<file path="src/rtl/bot_port_pkg.sv">
// bot_port_pkg: KCPSM6 port addresses (low 5 bits of port_id) and digit-code width.
package bot_port_pkg;
    localparam int DIG_W = 5;
    localparam logic [4:0] PA_PBTNS   = 5'h00;
    localparam logic [4:0] PA_SLSWTCH = 5'h01;
    localparam logic [4:0] PA_SHSWTCH = 5'h02;
    localparam logic [4:0] PA_LEDS_LO = 5'h01;
    localparam logic [4:0] PA_LEDS_HI = 5'h02;
    localparam logic [4:0] PA_DIG3    = 5'h03;
    localparam logic [4:0] PA_DIG2    = 5'h04;
    localparam logic [4:0] PA_DIG1    = 5'h05;
    localparam logic [4:0] PA_DIG0    = 5'h06;
    localparam logic [4:0] PA_DP_LO   = 5'h07;
    localparam logic [4:0] PA_MOTCTL  = 5'h09;
    localparam logic [4:0] PA_DIG7    = 5'h0B;
    localparam logic [4:0] PA_DIG6    = 5'h0C;
    localparam logic [4:0] PA_DIG5    = 5'h0D;
    localparam logic [4:0] PA_DIG4    = 5'h0E;
    localparam logic [4:0] PA_DP_HI   = 5'h0F;
    localparam logic [4:0] PA_LOCX    = 5'h0A;
    localparam logic [4:0] PA_LOCY    = 5'h0B;
    localparam logic [4:0] PA_BOTINFO = 5'h0C;
    localparam logic [4:0] PA_SENSORS = 5'h0D;
    localparam logic [4:0] PA_LMDIST  = 5'h0E;
    localparam logic [4:0] PA_RMDIST  = 5'h0F;
    localparam logic [4:0] PA_OVRUN   = 5'h10;
endpackage

</file>
<file path="src/rtl/bot_intr_ctl.sv">
// bot_intr_ctl: interrupt flag, saturating overrun counter and shadow-capture enable.
module bot_intr_ctl (
    input  logic       clk,
    input  logic       rst_n,
    input  logic       upd_i,
    input  logic       ack_i,
    input  logic       clr_i,
    output logic       irq_o,
    output logic [7:0] ovr_o,
    output logic       cap_o
);
    logic       flag_q, flag_d;
    logic [7:0] ovr_q, ovr_d;
    logic       inc;

    // a new update outranks a simultaneous acknowledge
    always_comb begin
        inc    = upd_i & flag_q;
        flag_d = upd_i | (flag_q & ~ack_i);
        ovr_d  = clr_i ? {7'd0, inc} : (inc && ovr_q != 8'hFF) ? ovr_q + 8'd1 : ovr_q;
    end

    always_ff @(posedge clk or negedge rst_n) begin
        if (!rst_n) begin
            flag_q <= 1'b0;
            ovr_q  <= 8'h00;
        end else begin
            flag_q <= flag_d;
            ovr_q  <= ovr_d;
        end
    end

    assign irq_o = flag_q;
    assign ovr_o = ovr_q;
    assign cap_o = upd_i;
endmodule

</file>
<file path="src/rtl/bot_port_responder.sv">
// bot_port_responder: KCPSM6 port-bus peripheral serving bot, button and switch registers
// and holding CPU-written motor control, display digits, decimal points and LEDs.
module bot_port_responder
    import bot_port_pkg::*;
#(
    parameter logic [7:0] RESET_MOTCTL = 8'h00,
    parameter bit         SNAPSHOT     = 1'b1
) (
    input  logic             sysclk,
    input  logic             sysreset,
    input  logic [7:0]       port_id,
    input  logic [7:0]       io_data_in,
    output logic [7:0]       io_data_out,
    input  logic             read_strobe,
    input  logic             write_strobe,
    input  logic             k_write_strobe,
    output logic             interrupt,
    input  logic             interrupt_ack,
    input  logic [5:0]       dbbtns,
    input  logic [15:0]      Switches,
    input  logic [7:0]       locx,
    input  logic [7:0]       locy,
    input  logic [7:0]       botinfo,
    input  logic [7:0]       sensors,
    input  logic [7:0]       lmdist,
    input  logic [7:0]       rmdist,
    input  logic             upd_sysregs,
    output logic [7:0]       MotCtl,
    output logic [DIG_W-1:0] dig0,
    output logic [DIG_W-1:0] dig1,
    output logic [DIG_W-1:0] dig2,
    output logic [DIG_W-1:0] dig3,
    output logic [DIG_W-1:0] dig4,
    output logic [DIG_W-1:0] dig5,
    output logic [DIG_W-1:0] dig6,
    output logic [DIG_W-1:0] dig7,
    output logic [7:0]       dp,
    output logic [15:0]      LEDS
);
    logic [7:0]       motctl_q, motctl_d, dp_q, dp_d, rd_q, rd_d, ovr_cnt;
    logic [15:0]      leds_q, leds_d;
    logic [DIG_W-1:0] dig_q [8];
    logic [DIG_W-1:0] dig_d [8];
    logic [4:0]       waddr;
    logic             wen, cap_en;
    logic [5:0][7:0]  bot_live, bot_rd;
    logic             unused;

    assign unused   = &{1'b0, port_id[7:5]};
    assign bot_live = {rmdist, lmdist, sensors, botinfo, locy, locx};

    bot_intr_ctl u_intr (
        .clk   (sysclk),
        .rst_n (sysreset),
        .upd_i (upd_sysregs),
        .ack_i (interrupt_ack),
        .clr_i (read_strobe && port_id[4:0] == PA_OVRUN),
        .irq_o (interrupt),
        .ovr_o (ovr_cnt),
        .cap_o (cap_en)
    );

    generate
        if (SNAPSHOT) begin : g_snap
            logic [5:0][7:0] shadow_q;
            always_ff @(posedge sysclk or negedge sysreset) begin
                if (!sysreset) shadow_q <= '0;
                else if (cap_en) shadow_q <= bot_live;
            end
            assign bot_rd = shadow_q;
        end else begin : g_live
            assign bot_rd = bot_live;
        end
    endgenerate

    // read data follows port_id every cycle; the CPU samples it on its own schedule
    always_comb begin
        rd_d = 8'h00;
        case (port_id[4:0])
            PA_PBTNS:   rd_d = {2'b00, dbbtns};
            PA_SLSWTCH: rd_d = Switches[7:0];
            PA_SHSWTCH: rd_d = Switches[15:8];
            PA_LOCX:    rd_d = bot_rd[0];
            PA_LOCY:    rd_d = bot_rd[1];
            PA_BOTINFO: rd_d = bot_rd[2];
            PA_SENSORS: rd_d = bot_rd[3];
            PA_LMDIST:  rd_d = bot_rd[4];
            PA_RMDIST:  rd_d = bot_rd[5];
            PA_OVRUN:   rd_d = ovr_cnt;
            default:    ;
        endcase
    end

    // constant-port writes only see port_id[3:0]
    always_comb begin
        wen      = write_strobe | k_write_strobe;
        waddr    = write_strobe ? port_id[4:0] : {1'b0, port_id[3:0]};
        motctl_d = motctl_q;
        leds_d   = leds_q;
        dp_d     = dp_q;
        dig_d    = dig_q;
        if (wen) begin
            case (waddr)
                PA_LEDS_LO: leds_d[7:0]  = io_data_in;
                PA_LEDS_HI: leds_d[15:8] = io_data_in;
                PA_DIG3:    dig_d[3]     = io_data_in[DIG_W-1:0];
                PA_DIG2:    dig_d[2]     = io_data_in[DIG_W-1:0];
                PA_DIG1:    dig_d[1]     = io_data_in[DIG_W-1:0];
                PA_DIG0:    dig_d[0]     = io_data_in[DIG_W-1:0];
                PA_DP_LO:   dp_d[3:0]    = io_data_in[3:0];
                PA_MOTCTL:  motctl_d     = io_data_in;
                PA_DIG7:    dig_d[7]     = io_data_in[DIG_W-1:0];
                PA_DIG6:    dig_d[6]     = io_data_in[DIG_W-1:0];
                PA_DIG5:    dig_d[5]     = io_data_in[DIG_W-1:0];
                PA_DIG4:    dig_d[4]     = io_data_in[DIG_W-1:0];
                PA_DP_HI:   dp_d[7:4]    = io_data_in[3:0];
                default:    ;
            endcase
        end
    end

    always_ff @(posedge sysclk or negedge sysreset) begin
        if (!sysreset) begin
            motctl_q <= RESET_MOTCTL;
            leds_q   <= 16'h0000;
            dp_q     <= 8'h00;
            rd_q     <= 8'h00;
            for (int i = 0; i < 8; i++) dig_q[i] <= '0;
        end else begin
            motctl_q <= motctl_d;
            leds_q   <= leds_d;
            dp_q     <= dp_d;
            rd_q     <= rd_d;
            dig_q    <= dig_d;
        end
    end

    assign io_data_out = rd_q;
    assign MotCtl      = motctl_q;
    assign LEDS        = leds_q;
    assign dp          = dp_q;
    assign {dig7, dig6, dig5, dig4, dig3, dig2, dig1, dig0} =
        {dig_q[7], dig_q[6], dig_q[5], dig_q[4], dig_q[3], dig_q[2], dig_q[1], dig_q[0]};
endmodule
</file>
<file path="config.mk">
export PLATFORM = sky130hd
export DESIGN_NAME = bot_port_responder
export DESIGN_NICKNAME = d
export VERILOG_FILES = /design/src/rtl/bot_port_pkg.sv /design/src/rtl/bot_intr_ctl.sv /design/src/rtl/bot_port_responder.sv
export SDC_FILE = /design/constraint.sdc
export NUM_CORES = 1
export LEC_CHECK = 0
export ABC_AREA = 1
export BUFFER_PORTS_ARGS = -buffer_cell sky130_fd_sc_hd__buf_2
export CAP_MARGIN = 40
export CORE_MARGIN = 8
export CORE_UTILIZATION = 25
export CTS_BUF_LIST = sky130_fd_sc_hd__clkbuf_4 sky130_fd_sc_hd__clkbuf_8 sky130_fd_sc_hd__clkbuf_16
export CTS_CLUSTER_DIAMETER = 40
export DETAILED_ROUTE_END_ITERATION = 8
export GPL_TIMING_DRIVEN = 0
export SLEW_MARGIN = 20
export SYNTH_ARGS = -nofsm -noshare
export SYNTH_HDL_FRONTEND = slang
export SYNTH_SLANG_ARGS = --single-unit
</file>
<file path="constraint.sdc">
create_clock -name sysclk -period 1.52 [get_ports sysclk]
set_input_delay 0.304 -clock sysclk [delete_from_list [all_inputs] [get_ports sysclk]]
set_output_delay 0.304 -clock sysclk [all_outputs]
set_load 0.02 [all_outputs]
</file>
Word level (Yosys, flattened, before mapping)
Index checks and enable logic that the tools add are counted.
- add/sub/neg operators: 1
- eq/ne operators: 23
- multiplexer cells: 4
- bitwise operators: 5
- reductions and logical operators: 17
- operators by type and width (cell ; count):
    $pmux 8 s10 ; 1
    $eq 5x4->1 const B ; 12
    $reduce_and 2->1 ; 13
    $eq 5x3->1 const B ; 4
    $mux 8 ; 2
    $eq 5x2->1 const B ; 3
    $eq 5x1->1 const B ; 2
    $add 8x1->8 const B ; 1
    $ne 8x8->1 const B ; 1
    $eq 5x5->1 const B ; 1
    $logic_not 5->1 ; 1
    $mux 5 ; 1
    $and 1x1->1 ; 2
    $logic_and 1x1->1 ; 2
    $or 1x1->1 ; 2
    $reduce_bool 2->1 ; 1
    $not 1->1 ; 1
- flip-flop bits (word level): 137
- output and inout port bits: 81
- word-level logic and storage cells: 72

Longest topological paths before layout
Gate-level depths: netlist (run 1).
- depth after elaboration: 4
- depth in mapped cells: 8

Hierarchy
Synthesis (run 1) repeated with hierarchy kept, for this count alone.
- cells, all modules: 627
- area total of the unflattened synthesis: 6094.6 um^2
- modules (own cells, without submodules) (module ; times used ; cells each ; area an instance (um^2) ; seq. area each (um^2)):
    bot_port_responder ; 1 ; 550 ; 5541.6 ; 3203.1
    bot_intr_ctl ; 1 ; 77 ; 553.0 ; 225.2

Worst setup path after synthesis (run 1)
No wires, ideal clock.
- kind: register to register
- start point: reg u_intr.ovr_q[0] (netlist: u_intr.ovr_o[0])
- end point: reg u_intr.ovr_q[5] (netlist: u_intr.ovr_o[5])
- arrival time: 1.310 ns
- data required time: 1.454 ns
- slack: 0.145 ns
- stages on the path, launching flop included: 7
- buffers on the path: 0
- path through: dfrtp_1 -> ha_1 -> nand3_1 -> nor2_1 -> a21oi_1 -> nand3_1 -> nand2_1
- word-level cells in the longest chain between the ends: 3
- elaborated cells on any way between the ends: 6
- classes of those cells: add/sub: 1; eq/ne: 1; mux: 2; reduce/logical: 2
- RTL lines (what ; RTL line ; text):
    start: declaration ; bot_intr_ctl.sv:13 ; logic [7:0] ovr_q, ovr_d;
    start signal: assignment ; bot_intr_ctl.sv:29 ; ovr_q <= ovr_d;
    $add 8x1->8 / $ne 8x8->1 (equally long branches) ; bot_intr_ctl.sv:20 ; ovr_d = clr_i ? {7'd0, inc} : (inc && ovr_q != 8'hFF) ? ovr_q + 8'd1 : ovr_q;
    $mux 8 / $logic_and 1x1->1 (equally long branches) ; bot_intr_ctl.sv:20 ;
    $mux 8 / $reduce_bool 2->1 (equally long branches) ; n/a ;
Several ways; a longest one is shown, not always the timed one. The select of a mux whose other input is x is not followed.
A chain may end at the register's enable or synchronous reset.

Final worst setup path (run 1)
- start point: reg u_intr.ovr_q[0] (netlist: u_intr.ovr_o[0])
- end point: reg u_intr.ovr_q[1] (netlist: u_intr.ovr_o[1])
The elaborated chain is that of the path after synthesis.

==> results of run 1 <==
==> flip-flops by register name, summed over array words and instances (netlist names) <==
signal / cells
dig7: 5
dig6: 5
dig0: 5
u_intr.irq_o: 1
dig5: 5
io_data_out: 8
bot_rd: 48
dp: 8
u_intr.ovr_o: 8
dig1: 5
MotCtl: 8
dig2: 5
dig4: 5
LEDS: 16
dig3: 5
==> logic make-up after synthesis <==
family | after synthesis | share of synthesized area [%]
AO/OA/AOI/OAI | 77 | 6.53
XOR/XNOR | 3 | 0.443
adder cells (fa/ha/maj) | 1 | 0.211
buffers and inverters | 58 | 4.07
flip-flops | 137 | 57.8
multiplexers | 46 | 8.73
AND/OR/NAND/NOR | 304 | 22.3
==> where the power goes <==
group / leakage [nW] / switching [mW] / internal (mW)
sequential: 1.70 / 0.391 / 4.27
clock: 0.306 / 1.82 / 2.65
combinational: 1.99 / 1.46 / 0.799
==> layout make-up <==
cell class | count | area, µm² | area share [%]
clock inverter | 15 | 201 | 2.56
antenna | 2 | 5.00 | 0.0635
buffer | 26 | 121 | 1.54
multi-input combinational | 431 | 2290 | 29.1
timing repair buffer | 171 | 893 | 11.3
inverter | 31 | 116 | 1.48
sequential | 137 | 3430 | 43.5
clock buffer | 17 | 425 | 5.40
tap | 319 | 399 | 5.06
==> worst paths after layout <==
kind,start,endpoint,slack (ns)
setup reg to reg,u_intr.ovr_o[0],u_intr.ovr_o[1],0.11
setup / recovery,u_intr.ovr_o[0],u_intr.ovr_o[1],0.11
max in group asynchronous,sysreset,dig3[0],0.35
hold reg to reg,dig0[1],dig0[1],0.48
hold / removal,interrupt_ack,u_intr.irq_o,0.07
min in group asynchronous,sysreset,io_data_out[1],0.41
==> through the flow <==
stage	instances	instance area (µm²)	hold slack [ns]
global placement	1114	7180	0.461
detailed placement	1115	7220	0.278
global route	1148	7880	0.0617
finish	1149	7880	0.0677
CTS	1148	7860	0.0519
floorplan	626	5940	0.00841
==> metal layers <==
layer	GRT usage [%]	wire (µm)	part of all wire [%]	vias to the layer above
met1	18.3	8930	44	2435
met2	22.2	9270	46	174
met4	2.94	136	0.68	2
li1	-	-	-	2486
met5	0	10	0.050	-
met3	5.40	1770	8.8	12
==> what timing repair did <==
item	4_1_cts	5_1_grt
endpoints found under the hold margin	60	0
resized for setup	3	4
buffers inserted	0	0
setup endpoints to repair	8	8
cloned	0	0
hold buffers	1	0
==> placed cells by master (no fill, tap or decap), types with 2 or more instances in the layout <==
cell                        count
sky130_fd_sc_hd__xor2_1         2
sky130_fd_sc_hd__nand3_1       73
sky130_fd_sc_hd__buf_4          2
sky130_fd_sc_hd__clkinv_4       2
sky130_fd_sc_hd__nor3_1         2
sky130_fd_sc_hd__inv_6          6
sky130_fd_sc_hd__clkbuf_1      11
sky130_fd_sc_hd__mux2_2        46
sky130_fd_sc_hd__nor2_2         2
sky130_fd_sc_hd__o21ai_0       73
sky130_fd_sc_hd__dfrtp_1      136
sky130_fd_sc_hd__diode_2        2
sky130_fd_sc_hd__inv_1         31
sky130_fd_sc_hd__nor2_1        33
sky130_fd_sc_hd__nand4_1       24
sky130_fd_sc_hd__clkbuf_16     17
sky130_fd_sc_hd__buf_2        181
sky130_fd_sc_hd__bufinv_16      3
sky130_fd_sc_hd__inv_8          3
sky130_fd_sc_hd__nor2_4         2
sky130_fd_sc_hd__nand2_1      164
sky130_fd_sc_hd__o21ai_1        2
==> impl_metrics.json, run 1 <==
{
  "power_density_nw_per_um2": 1450,
  "critical_path.cell_chain": "ha_1, nand3_2, nor2_4, nand2_1, nand2_2, nand3_1, nand2_1",
  "ys_warn_count": 0,
  "netlist-cell-type-count": 22,
  "worst_pin_slew_ns": 0.726,
  "die_height_um": 170,
  "clock_path_buffers": 2,
  "post-synth-top-count-cell": "sky130_fd_sc_hd__nand2_1",
  "fin_worst_skew_ns": 0.00779,
  "worstHoldPathType": "in2reg",
  "timing.critical_path.required_ns": 1.88,
  "maximum_ir_drop_on_the_vdd_rail_mv": 0.758,
  "critPathBufInv": 0,
  "timing.critical_path.max_delay_family": "simple AND/OR/NAND/NOR gates",
  "post-route-worst-setup-slack_ns": 0.110,
  "tritoncts.num_buffers": 17,
  "number_of_global_route_vias_before_repair": 5271,
  "grt_overflow": 0,
  "fmax_mhz": 709,
  "grtUsageTotal_pct": 14.1,
  "synth_flop_cell": "sky130_fd_sc_hd__dfrtp_1",
  "num-fill-cells": 2459,
  "netlist_area_um2": 5940,
  "arrival_ns": 1.77,
  "portBuffers": 169,
  "worst_setup_path_end_kind": "flip-flop",
  "yosys.area.top_type": "sky130_fd_sc_hd__dfrtp_1",
  "postSynthRegisterBits": 137,
  "firstDrtPassIters": 5,
  "postSynthCellCount": 626,
  "critPathMaxStageDelay_ns": 0.42,
  "final.setup.tns_ns": 0,
  "worst_slew_margin_rel_pct": 51.4,
  "insertion_delay_ns": 0.42,
  "initial_utilization_pct": 25.4,
  "type_of_the_setup_path_with_the_least_slack": "reg2reg",
  "setup_viol_count_final": 0,
  "startpoint_class": "flip-flop",
  "cp_num_cells": 7,
  "synth_area_per_cell_um2": 9.48,
  "antenna_found_initial": 2,
  "root_buffer_cell": "sky130_fd_sc_hd__clkbuf_16",
  "viasPerCell": 4.45,
  "cts_htree_levels": 4,
  "drive_above_1_share_pct": 32.9,
  "synth-async-reset-ratio_pct": 100,
  "hpwlAfterDp_um": 15400,
  "final.min_clock_period_ns": 1.41,
  "rsz0062_at_grt": "no",
  "clock_sink_count": 137,
  "total_number_of_placement_rows": 56,
  "grt_pass1_wl_um": 31100,
  "wl_per_cell_um": 17.5,
  "detail_route.drc_violations": 0,
  "final_core_utilization_pct": 33.7,
  "fin_nets": 909,
  "cts.clk_slew.worst_paths_ns": 0.06,
  "total_die_area_um2": 28900,
  "largest_net_degree_at_the_start_of_global_routing": 78,
  "period_share_pct": 92.8,
  "placeableCoreArea_um2": 23400,
  "synth_top_cell_area_share_pct": 57.8,
  "antenna_violating_nets_post_route": 0,
  "ys_top_cells_by_count": "sky130_fd_sc_hd__nand2_1 (165), sky130_fd_sc_hd__dfrtp_1 (137), sky130_fd_sc_hd__nand3_1 (74)",
  "cts_tree": "yes",
  "min_path_cells": 2,
  "total_power_mw": 11.4,
  "finalMaxSlewViolations": 0,
  "crit_slowest_cell": "sky130_fd_sc_hd__dfrtp_2",
  "maximum_capacitance_violations": 0,
  "synthesis_to_layout_area_growth_pct": 32.8,
  "status": "finished, final reports clean",
  "post_synthesis_net_count": 720,
  "num_vias": 5109,
  "hold_viol_final": 0,
  "synth_edf_count": 0,
  "detail_route.iter0.violations": 404,
  "detailedPlace.worstSlack_ns": -0.209,
  "synth.yosys.seq_area_share_pct": 57.8,
  "crit_path_frequent_cell": "sky130_fd_sc_hd__nand2_1",
  "finalWeightedCongestion": 0.814,
  "die_w_um": 170,
  "worst_r2r_path_depth": 7,
  "postRouteWirelength_um": 20100,
  "critical_path.max_fanout": 8,
  "cellLeakagePower_nw": 3.99,
  "largest_cells_by_area_after_synthesis": "sky130_fd_sc_hd__dfrtp_1 (58%), sky130_fd_sc_hd__nand2_1 (10%), sky130_fd_sc_hd__mux2_2 (8.7%), sky130_fd_sc_hd__nand3_1 (6.2%), sky130_fd_sc_hd__o21ai_0 (6.2%)",
  "ios": 174
}
No activity file was read; power rests on OpenSTA's default activity.
==> run 2: changes to the inputs <==
==> constraint.sdc (replaced) <==
create_clock -name sysclk -period 1.52 [get_ports sysclk]
set_input_delay 0.076 -clock sysclk [delete_from_list [all_inputs] [get_ports sysclk]]
set_output_delay 0.076 -clock sysclk [all_outputs]
set_load 0.02 [all_outputs]
==> impl_metrics.json, run 2 (synthesis results as in run 1) <==
{
  "arrival_ns": 1.76,
  "cell_internal_power_mw": 7.83,
  "final.min_clock_period_ns": 1.41,
  "cts_htree_levels": 4,
  "number_of_global_route_vias_before_repair": 5568,
  "antenna_violating_nets_post_route": 0,
  "fin_worst_skew_ns": 0.00858,
  "largest_net_degree_at_the_start_of_global_routing": 78,
  "power.switching_fraction_pct": 32.0,
  "startpoint_class": "flip-flop",
  "power.net_switching_mw": 3.69,
  "mostFrequentLayoutCell": "sky130_fd_sc_hd__buf_2",
  "total_die_area_um2": 28900,
  "finalMaxSlewViolations": 0,
  "num-fill-cells": 2399,
  "power_density_nw_per_um2": 1350,
  "grt_pass1_wl_um": 32400,
  "synthesis_to_layout_area_growth_pct": 43.4,
  "final-instance-count-excl-fill": 1212,
  "finalWeightedCongestion": 0.814,
  "type_of_the_setup_path_with_the_least_slack": "reg2reg",
  "clock_path_buffers": 2,
  "status": "finished, final reports clean",
  "viasPerCell": 4.43,
  "cts_tree": "yes",
  "fmax_mhz": 710,
  "grt_overflow": 0,
  "ios": 174,
  "p_seq_share_pct": 40.5,
  "layout.cells.most_common_list": "sky130_fd_sc_hd__buf_2 (181), sky130_fd_sc_hd__nand2_1 (164), sky130_fd_sc_hd__dfrtp_1 (136)",
  "clock_sink_count": 137,
  "period_share_pct": 92.7,
  "antenna_found_initial": 2,
  "detail_route.drc_violations": 0,
  "hold_viol_final": 0,
  "die_height_um": 170,
  "critical_path.max_fanout": 8,
  "postRouteWirelength_um": 20600,
  "cts.clk_slew.worst_paths_ns": 0.06,
  "maximum_ir_drop_on_the_vdd_rail_mv": 0.755,
  "clock_power_share_pct": 38.8,
  "maximum_capacitance_violations": 0,
  "drive_above_1_share_pct": 30.5,
  "wl_per_cell_um": 17.0,
  "placeableCoreArea_um2": 23400,
  "insertion_delay_ns": 0.42,
  "detail_route.iter0.violations": 388,
  "num_vias": 5373,
  "hold_slack_ns": 0.0285,
  "portBuffers": 169,
  "multi_input_comb_area_um2": 2290,
  "detailedPlace.worstSlack_ns": -0.166,
  "timing.critical_path.required_ns": 1.87,
  "initial_utilization_pct": 25.4,
  "worst_pin_slew_ns": 0.724,
  "dpl.cell_count": 1115,
  "grtUsageTotal_pct": 14.6,
  "post-route-worst-setup-slack_ns": 0.111,
  "cellLeakagePower_nw": 4.26,
  "largest_register_ffs": 48,
  "fin_nets": 972,
  "comb_power_share_pct": 20.7,
  "hpwlAfterDp_um": 15400,
  "worstHoldPathType": "in2reg",
  "rsz0062_at_grt": "no",
  "root_buffer_cell": "sky130_fd_sc_hd__clkbuf_16",
  "die_w_um": 170,
  "worst_setup_path_end_kind": "flip-flop",
  "firstDrtPassIters": 4,
  "tritoncts.num_buffers": 17,
  "total_number_of_placement_rows": 56,
  "setup_viol_count_final": 0,
  "area.sequential_um2": 3430,
  "worst_slew_margin_rel_pct": 51.6
}
## run 2: changes by cell type in the layout (fill, tap and decap cells not counted), sizes merged
cell         previous run  this run
dlygate4sd3             1        64
## run 2: power groups by stage
stage	Sequential, mW	Clock, mW	Combinational [mW]
global route	4.75	4.72	2.64
finish	4.67	4.48	2.38
CTS	4.64	4.57	2.44
floorplan	5.20	0	0.760
global placement	4.67	0	2.26
detailed placement	4.69	0	2.31
## run 2: final timing paths
path	startpoint	endpoint	slack, ns	depth (start not counted)
min reg2reg	dig0[1]	dig0[1]	0.48	2
max in group asynchronous	sysreset	dig2[0]	0.59	3
min in group asynchronous	sysreset	io_data_out[1]	0.18	2
max	u_intr.ovr_o[0]	u_intr.ovr_o[5]	0.11	7
max reg2reg	u_intr.ovr_o[0]	u_intr.ovr_o[5]	0.11	7
min	Switches[3]	io_data_out[3]	0.03	5
## run 2: repair_timing
action | in CTS | in global routing
setup buffers | 0 | 0
endpoints found under the setup margin | 8 | 8
resized for setup | 3 | 4
hold buffers | 64 | 0
hold endpoints to repair | 135 | 0
## run 2: layout make-up
class	count	share of cell area [%]
Antenna cell	2	0.0588
Buffer	26	1.43
Clock buffer	17	5.00
Clock inverter	15	2.37
Inverter	31	1.37
Multi-Input combinational cell	431	26.9
Sequential cell	137	40.3
Tap cell	319	4.69
Timing Repair Buffer	234	17.9
## run 2: through the flow
stage	total power [mW]	utilization, %	setup TNS [ns]	instance area (µm²)
global route	12.1	36.4	0	8510
CTS	11.6	36.3	0	8490
detailed placement	7.00	30.8	-1.09	7220
finish	11.5	36.4	0	8510
floorplan	5.96	-	0	5940
global placement	6.93	30.7	-228.91	7180
## run 2: critical path: stages, from the launching register on
cell and delay (ns):
sky130_fd_sc_hd__dfrtp_2 0.41, sky130_fd_sc_hd__ha_1 0.22, sky130_fd_sc_hd__nand3_2 0.15, sky130_fd_sc_hd__nor2_4 0.17, sky130_fd_sc_hd__nand2_1 0.08, sky130_fd_sc_hd__nand2_2 0.15, sky130_fd_sc_hd__nand3_1 0.09, sky130_fd_sc_hd__nand2_1 0.07
## run 2: metal layers
| layer | track usage (%) | wire length, µm | up-vias |
|---|---|---|---|
| met3 | 5.44 | 1750 | 13 |
| met2 | 23.0 | 9580 | 189 |
| met5 | 0 | 10 | - |
| li1 | - | - | 2608 |
| met4 | 2.94 | 154 | 2 |
| met1 | 18.9 | 9090 | 2561 |
